[src/rtl/game_tick_scheduler.sv]
// game_tick_scheduler: single-clock timing controller for the snake game.
// Generates one-cycle clock-enable strobes (pixel, scan, game step), sequences
// stepping through IDLE/RUN/PAUSE/OVER and applies speed changes on step
// boundaries with a request/ack handshake.
// Optional feature: define TICK_TURBO_EN to add the 'turbo' input, which
// halves the step period while high in RUN.
module game_tick_scheduler #(
  parameter int PIX_DIV   = 4,
  parameter int SCAN_DIV  = 1000000,
  parameter int STEP_BASE = 25000000,
  parameter int STEP_DEC  = 2500000,
  parameter int LEVELS    = 8
) (
  input  logic        clk,
  input  logic        rst,
  input  logic        start,
  input  logic        pause,
  input  logic        resume,
  input  logic        stop,
  input  logic [2:0]  speed_level,
  input  logic        speed_load,
`ifdef TICK_TURBO_EN
  input  logic        turbo,
`endif
  output logic        speed_ack,
  output logic [2:0]  active_level,
  output logic        pix_en,
  output logic        scan_en,
  output logic        step_en,
  output logic [1:0]  state,
  output logic [15:0] step_count
);

  localparam int PIX_W  = (PIX_DIV > 1) ? $clog2(PIX_DIV) : 1;
  localparam int SCAN_W = (SCAN_DIV > 1) ? $clog2(SCAN_DIV) : 1;
  localparam int STEP_W = $clog2(STEP_BASE + 1);
  localparam logic [2:0] MAX_LEVEL = 3'(LEVELS - 1);

  typedef enum logic [1:0] {
    S_IDLE  = 2'b00,
    S_RUN   = 2'b01,
    S_PAUSE = 2'b10,
    S_OVER  = 2'b11
  } state_t;

  state_t            state_q, state_d;
  logic [PIX_W-1:0]  pix_cnt_q, pix_cnt_d;
  logic [SCAN_W-1:0] scan_cnt_q, scan_cnt_d;
  logic [STEP_W-1:0] step_cnt_q, step_cnt_d;
  logic              pix_en_q, pix_en_d;
  logic              scan_en_q, scan_en_d;
  logic              step_en_q, step_en_d;
  logic [15:0]       step_count_q, step_count_d;
  logic [2:0]        active_level_q, active_level_d;
  logic [2:0]        pend_level_q, pend_level_d;
  logic              pend_valid_q, pend_valid_d;
  logic              speed_ack_q, speed_ack_d;
  logic              restart, advance, turbo_on;
  logic [31:0]       period, terminal;
  logic [2:0]        load_level;

`ifdef TICK_TURBO_EN
  assign turbo_on = turbo;
`else
  assign turbo_on = 1'b0;
`endif

  // Step terminal count from the active level; turbo halves the period.
  always_comb begin
    period   = 32'(STEP_BASE) - 32'(active_level_q) * 32'(STEP_DEC);
    terminal = turbo_on ? ((period >> 1) - 32'd1) : (period - 32'd1);
  end

  // Free-running pixel and scan dividers, never gated by game state.
  always_comb begin
    pix_cnt_d  = pix_cnt_q + PIX_W'(1);
    pix_en_d   = 1'b0;
    scan_cnt_d = scan_cnt_q + SCAN_W'(1);
    scan_en_d  = 1'b0;
    if (32'(pix_cnt_q) == 32'(PIX_DIV - 1)) begin
      pix_cnt_d = '0;
      pix_en_d  = 1'b1;
    end
    if (32'(scan_cnt_q) == 32'(SCAN_DIV - 1)) begin
      scan_cnt_d = '0;
      scan_en_d  = 1'b1;
    end
  end

  // Next game state; priority stop > pause > start/resume.
  always_comb begin
    state_d = state_q;
    restart = 1'b0;
    unique case (state_q)
      S_IDLE: begin
        if (start) begin
          state_d = S_RUN;
          restart = 1'b1;
        end
      end
      S_RUN: begin
        if (stop)       state_d = S_OVER;
        else if (pause) state_d = S_PAUSE;
        else if (start) restart = 1'b1;
      end
      S_PAUSE: begin
        if (stop) begin
          state_d = S_OVER;
        end else if (!pause) begin
          if (start) begin
            state_d = S_RUN;
            restart = 1'b1;
          end else if (resume) begin
            state_d = S_RUN;
          end
        end
      end
      S_OVER: begin
        if (!stop && start) begin
          state_d = S_RUN;
          restart = 1'b1;
        end
      end
      default: state_d = S_IDLE;
    endcase
    // Counting only continues while the game stays running this cycle.
    advance = (state_q == S_RUN) && (state_d == S_RUN) && !restart;
  end

  // Step period counter and step strobe; >= lets turbo cut a step short.
  always_comb begin
    step_cnt_d   = step_cnt_q;
    step_count_d = step_count_q;
    step_en_d    = 1'b0;
    if (restart) begin
      step_cnt_d   = '0;
      step_count_d = '0;
    end else if (advance) begin
      if (32'(step_cnt_q) >= terminal) begin
        step_cnt_d   = '0;
        step_en_d    = 1'b1;
        step_count_d = step_count_q + 16'd1;
      end else begin
        step_cnt_d = step_cnt_q + STEP_W'(1);
      end
    end
  end

  // Speed handshake: immediate when not running, at step boundary in RUN.
  always_comb begin
    load_level     = (speed_level > MAX_LEVEL) ? MAX_LEVEL : speed_level;
    active_level_d = active_level_q;
    pend_level_d   = pend_level_q;
    pend_valid_d   = pend_valid_q;
    speed_ack_d    = 1'b0;
    if (state_d != S_RUN) begin
      if (speed_load) begin
        active_level_d = load_level;
        speed_ack_d    = 1'b1;
        pend_valid_d   = 1'b0;
      end else if (pend_valid_q) begin
        active_level_d = pend_level_q;
        speed_ack_d    = 1'b1;
        pend_valid_d   = 1'b0;
      end
    end else begin
      // A load arriving with the strobe waits for the following boundary.
      if (step_en_q && pend_valid_q) begin
        active_level_d = pend_level_q;
        speed_ack_d    = 1'b1;
        pend_valid_d   = 1'b0;
      end
      if (speed_load) begin
        pend_level_d = load_level;
        pend_valid_d = 1'b1;
      end
    end
  end

  // All state and registered outputs; synchronous reset clears everything.
  always_ff @(posedge clk) begin
    if (rst) begin
      state_q        <= S_IDLE;
      pix_cnt_q      <= '0;
      scan_cnt_q     <= '0;
      step_cnt_q     <= '0;
      pix_en_q       <= 1'b0;
      scan_en_q      <= 1'b0;
      step_en_q      <= 1'b0;
      step_count_q   <= '0;
      active_level_q <= '0;
      pend_level_q   <= '0;
      pend_valid_q   <= 1'b0;
      speed_ack_q    <= 1'b0;
    end else begin
      state_q        <= state_d;
      pix_cnt_q      <= pix_cnt_d;
      scan_cnt_q     <= scan_cnt_d;
      step_cnt_q     <= step_cnt_d;
      pix_en_q       <= pix_en_d;
      scan_en_q      <= scan_en_d;
      step_en_q      <= step_en_d;
      step_count_q   <= step_count_d;
      active_level_q <= active_level_d;
      pend_level_q   <= pend_level_d;
      pend_valid_q   <= pend_valid_d;
      speed_ack_q    <= speed_ack_d;
    end
  end

  assign speed_ack    = speed_ack_q;
  assign active_level = active_level_q;
  assign pix_en       = pix_en_q;
  assign scan_en      = scan_en_q;
  assign step_en      = step_en_q;
  assign state        = state_q;
  assign step_count   = step_count_q;

endmodule

[config.mk]
export PLATFORM = sky130hd
export DESIGN_NAME = game_tick_scheduler
export DESIGN_NICKNAME = d
export VERILOG_FILES = /design/src/rtl/game_tick_scheduler.sv
export SDC_FILE = /design/constraint.sdc
export NUM_CORES = 1
export LEC_CHECK = 0
export ABC_AREA = 1
export BUFFER_PORTS_ARGS = -buffer_cell sky130_fd_sc_hd__buf_2
export CAP_MARGIN = 20
export CORE_UTILIZATION = 40
export DETAILED_ROUTE_END_ITERATION = 12
export PLACE_DENSITY_LB_ADDON = 0.15
export SLEW_MARGIN = 20
export SYNTH_ARGS = -nofsm -noshare
export SYNTH_HDL_FRONTEND = slang
export SYNTH_SLANG_ARGS = --single-unit
export TNS_END_PERCENT = 20
[constraint.sdc]
create_clock -name clk -period 13.4 [get_ports clk]
set_input_delay 0 -clock clk [delete_from_list [all_inputs] [get_ports clk]]
set_output_delay 0 -clock clk [all_outputs]
set_load 0.01 [all_outputs]
==> results of run 1 <==
## worst max-delay path by stage
stage | from | to | slack (ns) | depth (start not counted)
after floorplan | active_level[0] | step_count[11] | 8.65 | 27
after global placement | active_level[0] | step_count[8] | 7.66 | 26
after detailed placement | active_level[0] | step_count[5] | 7.48 | 25
after CTS | active_level[0] | step_count[5] | 7.49 | 25
after global routing | active_level[0] | step_count[5] | 6.75 | 25
final | active_level[0] | step_count[5] | 7.50 | 25
## cell type report
class	count	area, um2
sequential	76	1520
timing repair buffer	42	245
clock inverter	6	66.3
multi-input combinational	630	3540
clock buffer	9	225
fill	1465	7170
inverter	124	465
tap	176	220
## state kept, by name (all words and copies together), names as in the netlist
signal,count
scan_cnt_q,20
step_cnt_q,25
pend_valid_q,1
speed_ack,1
pix_cnt_q,2
active_level,3
pend_level_q,3
step_en,1
state,2
step_count,16
pix_en,1
scan_en,1
## cell families after synthesis
group	Yosys count	share of synthesized area
compound gates	103	0.105
xor+xnor	39	0.0623
fa+ha+maj	42	0.0965
buf+inv	141	0.0972
flops	76	0.272
simple gates	446	0.368
## synth_stat cells, types with 2 or more instances
library cell	n
sky130_fd_sc_hd__nand3b_1	5
sky130_fd_sc_hd__nor2_1	85
sky130_fd_sc_hd__nand2_1	191
sky130_fd_sc_hd__xor2_1	24
sky130_fd_sc_hd__and2_1	2
sky130_fd_sc_hd__o21ai_0	37
sky130_fd_sc_hd__a21oi_1	39
sky130_fd_sc_hd__clkbuf_1	12
sky130_fd_sc_hd__ha_1	40
sky130_fd_sc_hd__o31ai_1	12
sky130_fd_sc_hd__nand2_4	3
sky130_fd_sc_hd__nand3_1	64
sky130_fd_sc_hd__fa_1	2
sky130_fd_sc_hd__nor3_2	2
sky130_fd_sc_hd__o22ai_1	2
sky130_fd_sc_hd__nand2_2	12
sky130_fd_sc_hd__buf_2	3
sky130_fd_sc_hd__a21oi_2	3
sky130_fd_sc_hd__inv_2	4
sky130_fd_sc_hd__o211ai_1	2
sky130_fd_sc_hd__nor3_1	24
sky130_fd_sc_hd__nor4_1	13
sky130_fd_sc_hd__and3_1	2
sky130_fd_sc_hd__inv_1	120
sky130_fd_sc_hd__or2_2	4
sky130_fd_sc_hd__o21ai_1	2
sky130_fd_sc_hd__nor3b_1	6
sky130_fd_sc_hd__nor3b_2	2
sky130_fd_sc_hd__nand4_1	22
sky130_fd_sc_hd__xnor2_1	14
sky130_fd_sc_hd__nor2_2	6
sky130_fd_sc_hd__dfxtp_1	76
## layer usage
layer	vias up	global-route usage	share of wire
met3	15	0.0311	0.032
li1	2836	-	-
met2	76	0.317	0.46
met1	2317	0.253	0.49
met5	-	0	0
met4	0	0.0710	0.014
## critical path: cells and delay by family, from the launching register on
family	cells	cell delay [ns]
buffers and inverters	5	0.79
adders and majority gates	4	1.46
DFF	1	0.78
xor gates and xnor gates	1	0.35
and+or+nand+nor	15	2.43
## report_power, final
group / leakage (nW) / total, mW / internal (mW) / switching, mW
combinational: 2.03 / 0.244 / 0.0885 / 0.156
clock: 0.145 / 0.241 / 0.143 / 0.0977
sequential: 0.615 / 0.247 / 0.233 / 0.0136
## timing repair
action,CTS,global route
endpoints found under the setup margin,0,0
hold buffers,6,0
endpoints found under the hold margin,4,0
==> impl_metrics.xml, run 1 <==
<?xml version="1.0" encoding="UTF-8"?>
<metrics>
  <group name="logic_synthesis">
    <metric name="synthesis.nets" unit="">899</metric>
    <metric name="async_flop_share" unit="">0</metric>
    <metric name="synth_warnings" unit="">0</metric>
    <metric name="synth_top_area_cell" unit="">sky130_fd_sc_hd__dfxtp_1</metric>
    <metric name="yosys_register_bits" unit="">76</metric>
    <metric name="synth_edf_count" unit="">0</metric>
    <metric name="synthFlopType" unit="">sky130_fd_sc_hd__dfxtp_1</metric>
    <metric name="synth.area.top_cells" unit="">sky130_fd_sc_hd__dfxtp_1, sky130_fd_sc_hd__nand2_1, sky130_fd_sc_hd__ha_1</metric>
    <metric name="synthDominantCellAreaShare" unit="">0.272</metric>
    <metric name="synthCells" unit="">847</metric>
    <metric name="synth.lib_cells_used.distinct" unit="">44</metric>
    <metric name="synth_area_per_cell" unit="um2">6.61</metric>
    <metric name="yosysSeqAreaShare" unit="">0.272</metric>
    <metric name="syn_area" unit="um2">5600</metric>
  </group>
  <group name="detailed_routing">
    <metric name="1st_iter_drt_viols" unit="">273</metric>
    <metric name="routed_via_density" unit="">4.93</metric>
    <metric name="ant_nets" unit="">0</metric>
    <metric name="vias" unit="">5244</metric>
    <metric name="drt_pass1_iterations" unit="">4</metric>
    <metric name="post-route-drc-count" unit="">0</metric>
    <metric name="route.final.wire_length" unit="um">12900</metric>
    <metric name="routedWlPerCell" unit="um">12.1</metric>
  </group>
  <group name="cts">
    <metric name="cts.htree.levels" unit="">3</metric>
    <metric name="cts.clk_slew.worst_paths" unit="ns">0.06</metric>
    <metric name="ctsResizeCount" unit="">0</metric>
    <metric name="cts_num_sinks" unit="">76</metric>
    <metric name="root_buffer" unit="">sky130_fd_sc_hd__clkbuf_16</metric>
    <metric name="cts_buffer_depth" unit="">2</metric>
    <metric name="insertion_delay" unit="ns">0.35</metric>
    <metric name="tritoncts.num_buffers" unit="">9</metric>
    <metric name="cts_setup_buffers" unit="">0</metric>
    <metric name="tritoncts" unit="">yes</metric>
  </group>
  <group name="placed_design">
    <metric name="dpl_cell_area" unit="um2">5930</metric>
    <metric name="port_buffers" unit="">34</metric>
    <metric name="dp_cells" unit="">1042</metric>
    <metric name="post-dp-hpwl" unit="um">9750</metric>
    <metric name="preCtsSetupSlack" unit="ns">7.48</metric>
    <metric name="gp_congestion" unit="">0.867</metric>
  </group>
  <group name="finish">
    <metric name="layout-drive-gt1-share" unit="">0.105</metric>
    <metric name="fin_util" unit="">0.467</metric>
    <metric name="post_layout_nonfiller_instances" unit="">1063</metric>
    <metric name="postLayoutCellArea" unit="um2">6280</metric>
    <metric name="most-common-layout-cells" unit="">sky130_fd_sc_hd__nand2_1, sky130_fd_sc_hd__inv_1, sky130_fd_sc_hd__nor2_1</metric>
    <metric name="area_growth_from_synthesis_to_final_layout" unit="%">12.2</metric>
    <metric name="finish.net_count" unit="">935</metric>
    <metric name="final_common_cell" unit="">sky130_fd_sc_hd__nand2_1</metric>
    <metric name="insertedDiodeCount" unit="">0</metric>
  </group>
  <group name="status">
    <metric name="result_of_the_run" unit="">finished, final reports clean</metric>
  </group>
  <group name="critical_path">
    <metric name="worstReg2RegEnd" unit="">step_count[5]</metric>
    <metric name="critical_path.max_fanout" unit="">21</metric>
    <metric name="slowest_stage" unit="">sky130_fd_sc_hd__dfxtp_1</metric>
    <metric name="setup.reg_to_reg.worst_slack" unit="ns">7.50</metric>
    <metric name="critPathRequiredTime" unit="ns">13.64</metric>
    <metric name="setup.worst_path.class" unit="">reg2reg</metric>
    <metric name="timing.rr.start" unit="">active_level[0]</metric>
    <metric name="worst-r2r-cell-count" unit="">25</metric>
    <metric name="worstPathArrival" unit="ns">6.14</metric>
    <metric name="critPathMostFrequentCell" unit="">sky130_fd_sc_hd__nand2_1</metric>
    <metric name="timing.critical_path.from_type" unit="">flip-flop</metric>
    <metric name="crit_path_max_incr_delay" unit="ns">0.78</metric>
    <metric name="setup.worst_path.end_class" unit="">flip-flop</metric>
  </group>
  <group name="timing">
    <metric name="finalCritPeriodShare" unit="">0.440</metric>
    <metric name="finClkSkew" unit="ns">0.00712</metric>
    <metric name="period_minus_slack" unit="ns">5.90</metric>
    <metric name="rsz0062_at_grt" unit="">false</metric>
    <metric name="fin_worst_hold_slack" unit="ns">0.0198</metric>
    <metric name="max_slew_margin" unit="">0.523</metric>
    <metric name="final_hold_viol_count" unit="">0</metric>
    <metric name="clock.fmax" unit="MHz">170</metric>
    <metric name="timing.final.ws_setup" unit="ns">7.50</metric>
    <metric name="max_slew_vio_count" unit="">0</metric>
    <metric name="setup_viol_count_final" unit="">0</metric>
    <metric name="totalNegativeSetupSlack" unit="ns">0</metric>
    <metric name="timing_worst_slew_pin_value" unit="ns">0.714</metric>
  </group>
  <group name="global_route">
    <metric name="grt_first_pass_wirelength" unit="um">22400</metric>
    <metric name="antenna_found_initial" unit="">0</metric>
    <metric name="grt_pass1_vias" unit="">4723</metric>
    <metric name="grt_start_max_net_pins" unit="">33</metric>
    <metric name="grt_overflow" unit="">0</metric>
    <metric name="grt_use_total" unit="">0.193</metric>
  </group>
  <group name="power">
    <metric name="design_power_total" unit="mW">0.732</metric>
    <metric name="p_leak" unit="nW">2.79</metric>
    <metric name="vdd.ir_drop.worst" unit="mV">0.0763</metric>
    <metric name="pwr_density_cell" unit="nW/um2">116</metric>
  </group>
  <group name="min_path">
    <metric name="worst_hold_path_type" unit="">in2reg</metric>
    <metric name="timing.hold.worst.start" unit="">speed_load</metric>
    <metric name="hold-path-cell-count" unit="">3</metric>
    <metric name="worstHoldEndpoint" unit="">pend_valid_q</metric>
  </group>
  <group name="run">
    <metric name="max-cap-violations" unit="">0</metric>
  </group>
  <group name="floorplanning">
    <metric name="floorplan.initialDensity" unit="">0.416</metric>
    <metric name="top_level_ports" unit="">35</metric>
    <metric name="die-height" unit="um">120</metric>
    <metric name="num_rows" unit="">42</metric>
    <metric name="die_width" unit="um">120</metric>
    <metric name="die_area" unit="um2">14500</metric>
    <metric name="core" unit="um2">13500</metric>
  </group>
</metrics>
Power figures use the tool's default switching activity.
==> run 2: changes to the inputs <==
--- a/config.mk
+++ b/config.mk
@@ -5,7 +5,7 @@
 export SDC_FILE = /design/constraint.sdc
 export NUM_CORES = 1
 export LEC_CHECK = 0
-export ABC_AREA = 1
+export ABC_AREA = 0
 export BUFFER_PORTS_ARGS = -buffer_cell sky130_fd_sc_hd__buf_2
 export CAP_MARGIN = 20
 export CORE_UTILIZATION = 40
==> constraint.sdc (replaced) <==
create_clock -name clk -period 5.57 [get_ports clk]
set_input_delay 0 -clock clk [delete_from_list [all_inputs] [get_ports clk]]
set_output_delay 0 -clock clk [all_outputs]
set_load 0.01 [all_outputs]
==> run 2 against run 1 <==
  * Clock power rose to 2.9 times the previous value
  * Routed wire length fell by 10%
  * Final area down 2.9%
  * Power rose to 3.3 times the previous value
  * Sequential power grew 140%
  * Final cell count down 23%
  * Maximum frequency is 11% higher
  * Sequential cell count is the same
  * Largest cell class unchanged
==> impl_metrics.xml, run 2 <==
<?xml version="1.0" encoding="UTF-8"?>
<metrics>
  <group name="logic_synthesis">
    <metric name="synthFlopType" unit="">sky130_fd_sc_hd__dfxtp_1</metric>
    <metric name="yosys_register_bits" unit="">76</metric>
    <metric name="netlist_top_cells_count" unit="">sky130_fd_sc_hd__nor2_1, sky130_fd_sc_hd__dfxtp_1, sky130_fd_sc_hd__ha_1, sky130_fd_sc_hd__nand2_1</metric>
    <metric name="synth.area.top_cells" unit="">sky130_fd_sc_hd__dfxtp_1, sky130_fd_sc_hd__ha_1, sky130_fd_sc_hd__xnor2_1</metric>
    <metric name="yosysSeqAreaShare" unit="">0.302</metric>
    <metric name="synth_edf_count" unit="">0</metric>
    <metric name="synth.lib_cells_used.distinct" unit="">72</metric>
    <metric name="synth_area_per_cell" unit="um2">8.43</metric>
    <metric name="synth_top_area_cell" unit="">sky130_fd_sc_hd__dfxtp_1</metric>
    <metric name="synthCells" unit="">598</metric>
    <metric name="async_flop_share" unit="">0</metric>
    <metric name="syn_area" unit="um2">5040</metric>
    <metric name="synth_warnings" unit="">0</metric>
    <metric name="yosys.cell_count.top_type" unit="">sky130_fd_sc_hd__nor2_1</metric>
    <metric name="synthDominantCellAreaShare" unit="">0.302</metric>
    <metric name="synthesis.nets" unit="">650</metric>
  </group>
  <group name="critical_path">
    <metric name="setup.worst_path.end_class" unit="">flip-flop</metric>
    <metric name="worst-path-buf-inv" unit="">5</metric>
    <metric name="critical_path.max_fanout" unit="">17</metric>
    <metric name="slowest_stage" unit="">sky130_fd_sc_hd__or4_2</metric>
    <metric name="timing.critical_path.from_type" unit="">flip-flop</metric>
    <metric name="crit_path_max_incr_delay" unit="ns">0.63</metric>
    <metric name="critPathRequiredTime" unit="ns">5.77</metric>
    <metric name="worst_path_dominant_cell_family" unit="">compound AO/OA/AOI/OAI gates</metric>
    <metric name="worstPathArrival" unit="ns">5.52</metric>
    <metric name="setup.worst_path.class" unit="">reg2reg</metric>
  </group>
  <group name="timing">
    <metric name="finClkSkew" unit="ns">0.00583</metric>
    <metric name="setup_viol_count_final" unit="">0</metric>
    <metric name="finalCritPeriodShare" unit="">0.956</metric>
    <metric name="fin_worst_hold_slack" unit="ns">0.0305</metric>
    <metric name="max_slew_margin" unit="">0.346</metric>
    <metric name="period_minus_slack" unit="ns">5.32</metric>
    <metric name="final_hold_viol_count" unit="">0</metric>
    <metric name="max_slew_vio_count" unit="">0</metric>
    <metric name="clock.fmax" unit="MHz">188</metric>
    <metric name="timing_worst_slew_pin_value" unit="ns">0.979</metric>
    <metric name="totalNegativeSetupSlack" unit="ns">0</metric>
  </group>
  <group name="floorplanning">
    <metric name="core" unit="um2">12200</metric>
    <metric name="top_level_ports" unit="">35</metric>
    <metric name="die_width" unit="um">114</metric>
    <metric name="die_area" unit="um2">13100</metric>
    <metric name="die-height" unit="um">114</metric>
    <metric name="num_rows" unit="">40</metric>
    <metric name="floorplan.initialDensity" unit="">0.415</metric>
  </group>
  <group name="finish">
    <metric name="fin_util" unit="">0.502</metric>
    <metric name="largest_register_ffs" unit="">25</metric>
    <metric name="insertedDiodeCount" unit="">0</metric>
    <metric name="registers.top_by_ff_count" unit="">step_cnt_q</metric>
    <metric name="post_layout_nonfiller_instances" unit="">822</metric>
    <metric name="final_common_cell" unit="">sky130_fd_sc_hd__nor2_1</metric>
    <metric name="finish.net_count" unit="">701</metric>
    <metric name="layout-drive-gt1-share" unit="">0.174</metric>
    <metric name="fill_cells" unit="">1199</metric>
    <metric name="most-common-layout-cells" unit="">sky130_fd_sc_hd__nor2_1, sky130_fd_sc_hd__dfxtp_1, sky130_fd_sc_hd__nand2_1</metric>
    <metric name="area_growth_from_synthesis_to_final_layout" unit="%">21.0</metric>
  </group>
  <group name="global_route">
    <metric name="grt_start_max_net_pins" unit="">35</metric>
    <metric name="antenna_found_initial" unit="">0</metric>
    <metric name="grt_pass1_vias" unit="">4033</metric>
    <metric name="grt_first_pass_wirelength" unit="um">18600</metric>
    <metric name="grt_use_total" unit="">0.177</metric>
    <metric name="grt_overflow" unit="">0</metric>
  </group>
  <group name="placed_design">
    <metric name="port_buffers" unit="">34</metric>
    <metric name="post-dp-hpwl" unit="um">8110</metric>
    <metric name="gp_congestion" unit="">0.893</metric>
    <metric name="dp_cells" unit="">791</metric>
  </group>
  <group name="cts">
    <metric name="cts_buffer_depth" unit="">2</metric>
    <metric name="tritoncts" unit="">yes</metric>
    <metric name="root_buffer" unit="">sky130_fd_sc_hd__clkbuf_16</metric>
    <metric name="cts.htree.levels" unit="">3</metric>
    <metric name="tritoncts.num_buffers" unit="">9</metric>
    <metric name="insertion_delay" unit="ns">0.34</metric>
    <metric name="cts.clk_slew.worst_paths" unit="ns">0.06</metric>
    <metric name="cts_num_sinks" unit="">76</metric>
  </group>
  <group name="status">
    <metric name="result_of_the_run" unit="">finished, final reports clean</metric>
  </group>
  <group name="detailed_routing">
    <metric name="1st_iter_drt_viols" unit="">200</metric>
    <metric name="post-route-drc-count" unit="">0</metric>
    <metric name="vias" unit="">4369</metric>
    <metric name="routed_via_density" unit="">5.32</metric>
    <metric name="ant_nets" unit="">0</metric>
    <metric name="routedWlPerCell" unit="um">14.1</metric>
    <metric name="route.final.wire_length" unit="um">11600</metric>
    <metric name="drt_pass1_iterations" unit="">4</metric>
  </group>
  <group name="power">
    <metric name="pwr_density_cell" unit="nW/um2">396</metric>
    <metric name="p_leak" unit="nW">2.50</metric>
    <metric name="vdd.ir_drop.worst" unit="mV">0.196</metric>
    <metric name="design_power_total" unit="mW">2.42</metric>
  </group>
  <group name="min_path">
    <metric name="worst_hold_path_type" unit="">in2reg</metric>
  </group>
  <group name="run">
    <metric name="max-cap-violations" unit="">0</metric>
  </group>
</metrics>
-- run 2: cells by family (layout without fill, tap and decap cells) --
| group | after synthesis | count (layout) | synth area share |
|---|---|---|---|
| AO/OA/AOI/OAI | 108 | 108 | 0.148 |
| AND/OR/NAND/NOR | 250 | 250 | 0.264 |
| multiplexers | 9 | 9 | 0.0181 |
| adder cells (fa/ha/maj) | 42 | 42 | 0.107 |
| flip-flops | 76 | 76 | 0.302 |
| XOR/XNOR | 70 | 70 | 0.125 |
| buffers and inverters | 43 | 99 | 0.0365 |
-- run 2: per-layer routing --
layer  vias to the layer above  track usage  share of wire
met5                         -            0              0
met4                         0       0.0606          0.013
met3                        17       0.0371          0.023
met2                        49        0.300           0.49
met1                      2068        0.223           0.48
li1                       2235            -              -
-- run 2: repair_timing --
action | CTS | global route
hold buffers | 4 | 0
gates resized for setup | 1 | 34
cloned | 0 | 5
buffers inserted | 0 | 6
pin swaps | 0 | 9
setup endpoints to repair | 4 | 42
hold endpoints to repair | 7 | 0
-- run 2: per-stage QoR --
stage	instance area (um2)	setup WS, ns
2_1_floorplan	5040	0.0643
3_3_place_gp	5420	0.179
3_5_place_dp	5420	0.000272
4_1_cts	5830	0.0780
5_1_grt	6100	-0.0113
6_report	6100	0.248
-- run 2: layout make-up --
class                           instances  area (um2)  area share
Tap cell                              168         210      0.0345
Sequential cell                        76        1520       0.250
Clock inverter                          6         136      0.0224
Inverter                               23        86.3      0.0142
Multi-Input combinational cell        479        3460       0.567
Clock buffer                           10         229      0.0375
Timing Repair Buffer                   60         455      0.0747
-- run 2: power by group --
group / total [mW] / leakage (nW) / internal [mW] / switching, mW
Sequential: 0.600 / 0.616 / 0.572 / 0.0280
Combinational: 1.11 / 1.72 / 0.454 / 0.651
Clock: 0.710 / 0.173 / 0.484 / 0.226
-- run 2: final timing paths --
check,to,cells after the start,slack (ns),startpoint
worst max-delay path,step_count[4],25,0.25,active_level[0]
worst min-delay path,state[0],2,0.03,rst
worst max register to register,step_count[4],25,0.25,active_level[0]
worst min register to register,pix_cnt_q[0],1,0.44,pix_cnt_q[0]
